<file path="src/rtl/avalon_st_arbiter.sv">
// Round-robin arbiter sharing one Avalon-ST sink between NUM_SRC sources.
// Grants one source for up to BURST_MAX beats, then rotates; registered output stage.
module avalon_st_arbiter #(
  parameter int NUM_SRC   = 2,
  parameter int DATA_W    = 8,
  parameter int BURST_MAX = 3
) (
  input  logic                      clk,
  input  logic                      reset,
  input  logic [NUM_SRC-1:0]        src_valid,
  input  logic [NUM_SRC*DATA_W-1:0] src_data,
  output logic [NUM_SRC-1:0]        src_ready,
  output logic                      out_valid,
  output logic [DATA_W-1:0]         out_data,
  input  logic                      out_ready,
  output logic [1:0]                grant,
  output logic                      busy
);

  typedef enum logic {IDLE, GRANT} state_e;

  state_e                          state_q;
  logic [1:0]                      grant_q;
  logic [1:0]                      last_q;
  logic [3:0]                      beat_cnt_q;
  logic                            out_valid_q;
  logic [DATA_W-1:0]               out_data_q;

  logic [NUM_SRC-1:0][DATA_W-1:0]  src_data_a;
  logic                            can_load;
  logic                            sel_valid;
  logic [DATA_W-1:0]               sel_data;
  logic                            accept;
  logic                            nxt_found;
  logic [1:0]                      nxt_idx;

  assign src_data_a = src_data;
  assign busy       = (state_q == GRANT);
  assign can_load   = !out_valid_q || out_ready;

  for (genvar g = 0; g < NUM_SRC; g++) begin : g_rdy
    assign src_ready[g] = busy && (grant_q == 2'(g)) && can_load;
  end

  always_comb begin
    sel_valid = 1'b0;
    sel_data  = '0;
    for (int i = 0; i < NUM_SRC; i++) begin
      if (grant_q == 2'(i)) begin
        sel_valid = src_valid[i];
        sel_data  = src_data_a[i];
      end
    end
  end

  assign accept = busy && can_load && sel_valid;

  // Search last+1, last+2, ... wrapping; the source just served is considered last.
  always_comb begin
    nxt_found = 1'b0;
    nxt_idx   = last_q;
    for (int k = 1; k <= NUM_SRC; k++) begin
      for (int i = 0; i < NUM_SRC; i++) begin
        if (!nxt_found && src_valid[i] && ((int'(last_q) + k) % NUM_SRC) == i) begin
          nxt_found = 1'b1;
          nxt_idx   = 2'(i);
        end
      end
    end
  end

  always_ff @(posedge clk or posedge reset) begin
    if (reset) begin
      state_q     <= IDLE;
      grant_q     <= '0;
      last_q      <= 2'(NUM_SRC - 1);
      beat_cnt_q  <= '0;
      out_valid_q <= 1'b0;
      out_data_q  <= '0;
    end else begin
      if (accept) begin
        out_data_q  <= sel_data;
        out_valid_q <= 1'b1;
      end else if (out_valid_q && out_ready) begin
        out_valid_q <= 1'b0;
      end

      case (state_q)
        IDLE: begin
          if (nxt_found) begin
            grant_q    <= nxt_idx;
            beat_cnt_q <= '0;
            state_q    <= GRANT;
          end
        end
        GRANT: begin
          // Stalled cycles leave grant and beat count untouched.
          if (can_load) begin
            if (sel_valid && beat_cnt_q != 4'(BURST_MAX - 1)) begin
              beat_cnt_q <= beat_cnt_q + 4'd1;
            end else begin
              last_q  <= grant_q;
              state_q <= IDLE;
            end
          end
        end
        default: state_q <= IDLE;
      endcase
    end
  end

  assign out_valid = out_valid_q;
  assign out_data  = out_data_q;
  assign grant     = grant_q;

endmodule
</file>
<file path="config.mk">
export PLATFORM = sky130hd
export DESIGN_NAME = avalon_st_arbiter
export DESIGN_NICKNAME = d
export VERILOG_FILES = /design/src/rtl/avalon_st_arbiter.sv
export SDC_FILE = /design/constraint.sdc
export NUM_CORES = 1
export LEC_CHECK = 0
export CORE_MARGIN = 2
export CORE_UTILIZATION = 38
export CTS_CLUSTER_SIZE = 40
export DETAILED_ROUTE_END_ITERATION = 16
export PLACE_DENSITY = 0.74
export SYNTH_ARGS = -nofsm -noshare
export SYNTH_HDL_FRONTEND = slang
export SYNTH_SLANG_ARGS = --single-unit
</file>
<file path="constraint.sdc">
create_clock -name clk -period 1.5 [get_ports clk]
set_input_delay 0.15 -clock clk [delete_from_list [all_inputs] [get_ports clk]]
set_output_delay 0.15 -clock clk [all_outputs]
set_load 0.1 [all_outputs]
</file>
==> Flow_metrics.wiki <==
{| class="wikitable"
! Metric !! Value
|-
| Maximum number of pins on one net before global-route repair || 18
|-
| Worst setup slack for register-to-register paths || -0.03 ns
|-
| Reported max-cap violation count || 0
|-
| Skew-Pair Late Insertion Delay || 0.28 ns
|-
| Core ar. || 0.00223 mm²
|-
| Critical Path AT || 1.46 ns
|-
| Clock Tree Root || sky130_fd_sc_hd__clkbuf_4
|-
| Width of the die || 52.8 µm
|-
| Worst R2R Start || grant[0]
|-
| Max-slew violation count || 0
|-
| I/O pin cnt || 35
|-
| Synthesized-area fraction occupied by ao, oa, aoi and oai cells || 4.28%
|-
| Global-route wire length before repair || 3970 µm
|-
| Worst Hold Margin || 0.168 ns
|-
| Minimum period implied by the final worst setup slack || 1.61 ns
|-
| Die Y || 52.8 µm
|-
| Count of nets left with antenna violations after detail routing || 0
|-
| Number of antenna violations at the first check in global routing || 0
|-
| Pre-antenna DRT Iters || 2
|-
| Net count reported at finish || 160
|-
| Register area share after synthesis || 47.1%
|-
| Post-synthesis cell type count || 26
|-
| Classification of the worst setup path || flop to output pin
|-
| Buffers added on ports || 34
|-
| Final Hold Fails || 0
|-
| Period utilization || 107%
|-
| Setup WS post-layout || -0.112 ns
|-
| Drt wl/cell || 14.3 µm
|-
| Worst setup path start || grant[1]
|-
| Final-layout setup total negative slack || -0.303 ns
|-
| Commonest non-fill, non-tap cell in the layout || sky130_fd_sc_hd__clkdlybuf4s50_1
|-
| Critical path peak fanout || 4
|-
| Post-synthesis average cell area || 11.0 µm²
|-
| Synth Area in Adders || 2.76%
|-
| Setup repair after global routing missed its margin || yes
|-
| Relative max-transition margin || 72.0%
|-
| Global placer's final weighted congestion || 0.735
|-
| Endpoints failing setup || 12
|-
| Clock Path Buffers || 2
|-
| CTS tree || built
|-
| Element type at the critical path end || output pin
|-
| Via-to-Cell Ratio || 4.96
|-
| Level count of the clock H-tree || 1
|-
| Worst slew pin tran || 0.419 ns
|-
| Share of post-route cells with drive strength above 1 || 44.1%
|-
| Result of the run || finished, violations left
|-
| Cts bufs inserted || 3
|-
| Most congested layer reported by global routing || met2
|-
| Critical path launch point type || flop
|-
| GRT Overall Usage || 19.7%
|-
| Vias in the first global route || 868
|-
| Initial DRC Count || 7
|-
| Violations in the final reports || setup timing
|-
| Commonest cells after routing, fill and taps aside || sky130_fd_sc_hd__clkdlybuf4s50_1, sky130_fd_sc_hd__buf_12, sky130_fd_sc_hd__buf_4
|-
| HPWL Detailed || 1750 µm
|-
| Initial Util || 40.6%
|-
| Number of hold-repair buffers added at the cts stage || 0
|-
| Full die area || 0.00279 mm²
|-
| Path type of the worst min-delay path || primary input to asynchronous set/reset pin
|-
| Number of DRC violations after detailed routing || 0
|-
| Via count || 813
|-
| Number of register bits inferred by synthesis || 17
|-
| Number of nets in the synthesized netlist || 105
|-
| Post-Syn Instances || 82
|-
| Global routing met2 resource utilization || 35.6%
|-
| Met1 GRT Util || 23.3%
|-
| Synthesized-area fraction occupied by xor and xnor cells || 0%
|-
| Multiplexer share of the synthesized area || 25.3%
|-
| F_max || 0.620 GHz
|-
| Area Growth Syn to Fin || 89.5%
|-
| Skew final || 0.00197 ns
|-
| Post-Syn Area || 906 µm²
|-
| Number of clock sinks seen by CTS || 17
|-
| Utilization after layout || 76.9%
|-
| Met3 Resource Use GR || 4.29%
|-
| Clock-pin slew reported for the worst setup and hold paths after clock tree synthesis || 0.09 ns
|-
| Total congestion overflow after global routing || 0
|-
| Antenna Diode Count || 0
|-
| Combinational family with the most area after synthesis || multiplexers
|-
| Number of warning messages in the yosys log || 0
|-
| Total wirelength of the detailed-routed design || 2350 µm
|-
| Count of standard-cell rows || 17
|-
| Simple-gate area share of the yosys netlist || 17.1%
|-
| Required arrival time at the worst endpoint || 1.35 ns
|}
timing repair:
action                                  in CTS  in global routing
setup buffers                                5                  2
pin swaps                                    6                  2
hold endpoints to repair                     0                  0
endpoints found under the setup margin      14                 15
gates resized for setup                      6                  3
Yosys cell counts:
cell                        n  share of area, %
sky130_fd_sc_hd__nand2_1    9               3.7
sky130_fd_sc_hd__ha_1       2               2.8
sky130_fd_sc_hd__nor4_2     1               1.4
sky130_fd_sc_hd__nor3b_1    2               1.7
sky130_fd_sc_hd__o31a_1     1              0.97
sky130_fd_sc_hd__o21bai_1   1              0.83
sky130_fd_sc_hd__nor3_1     1              0.55
sky130_fd_sc_hd__mux2_2     8               9.9
sky130_fd_sc_hd__clkbuf_1   1              0.41
sky130_fd_sc_hd__buf_4      1              0.83
sky130_fd_sc_hd__mux2i_2    1               1.5
sky130_fd_sc_hd__nand4_1    1              0.69
sky130_fd_sc_hd__dfstp_2    1               2.9
sky130_fd_sc_hd__nand3b_1   1              0.83
sky130_fd_sc_hd__buf_2      1              0.55
sky130_fd_sc_hd__a21o_1     1              0.83
sky130_fd_sc_hd__and2_1     1              0.69
sky130_fd_sc_hd__mux2_4     1               1.7
sky130_fd_sc_hd__o21ai_0    3               1.7
sky130_fd_sc_hd__nand2b_1   2               1.4
sky130_fd_sc_hd__nor3_4     1               1.8
sky130_fd_sc_hd__inv_1      4               1.7
sky130_fd_sc_hd__dfrtp_1   16                44
sky130_fd_sc_hd__nor2_1     9               3.7
sky130_fd_sc_hd__mux2i_1   11                12
sky130_fd_sc_hd__nor2b_1    1              0.69
worst paths after layout:
kind,endpoint,cells after the start
worst max-delay path,src_ready[1],4
worst min-delay path,beat_cnt_q[2],3
worst max register to register,beat_cnt_q[2],5
worst min register to register,beat_cnt_q[3],1
max in group asynchronous,last_q[0],3
min in group clk,beat_cnt_q[3],1
layer usage:
metal  up-vias  wire length (µm)
met4         0                18
met2        23              1310
met3         2                91
li1        387                 -
met1       401               931
met5         -                 0
layout make-up:
| type | instances | area [µm²] |
|---|---|---|
| repair buffers | 53 | 651 |
| multi-input cells | 58 | 548 |
| fillers | 149 | 517 |
| flip-flops and latches | 17 | 442 |
| well taps | 28 | 35.0 |
| clock buffers | 4 | 26.3 |
| inverters | 4 | 15.0 |
per-stage QoR:
step	setup slack [ns]	instances	cell area, µm²
finish	-0.112	164	1720
global route	-0.180	164	1720
floorplan	-0.409	82	1010
global placement	-0.213	154	1590
CTS	-0.123	162	1690
detailed placement	-0.260	154	1590
state kept, by name (all words and copies together) (netlist names):
signal      cells
out_data        8
last_q          1
grant           2
beat_cnt_q      4
out_valid       1
busy            1
logic make-up after synthesis:
| group | count (synthesis) |
|---|---|
| and+or+nand+nor | 29 |
| adders and majority gates | 2 |
| AOI/OAI and AO/OA | 6 |
| muxes | 21 |
| buffers and inverters | 7 |
| DFF | 17 |
critical path, cell delays in order, from the launching register on:
cell	delay, ns
sky130_fd_sc_hd__dfrtp_4	0.48
sky130_fd_sc_hd__nand2b_4	0.15
sky130_fd_sc_hd__buf_6	0.13
sky130_fd_sc_hd__nor3b_4	0.21
sky130_fd_sc_hd__buf_12	0.20
Power is left out: the tool's default activity adds up to more than one toggle a clock period on the data nets, which glitch-free logic cannot reach.
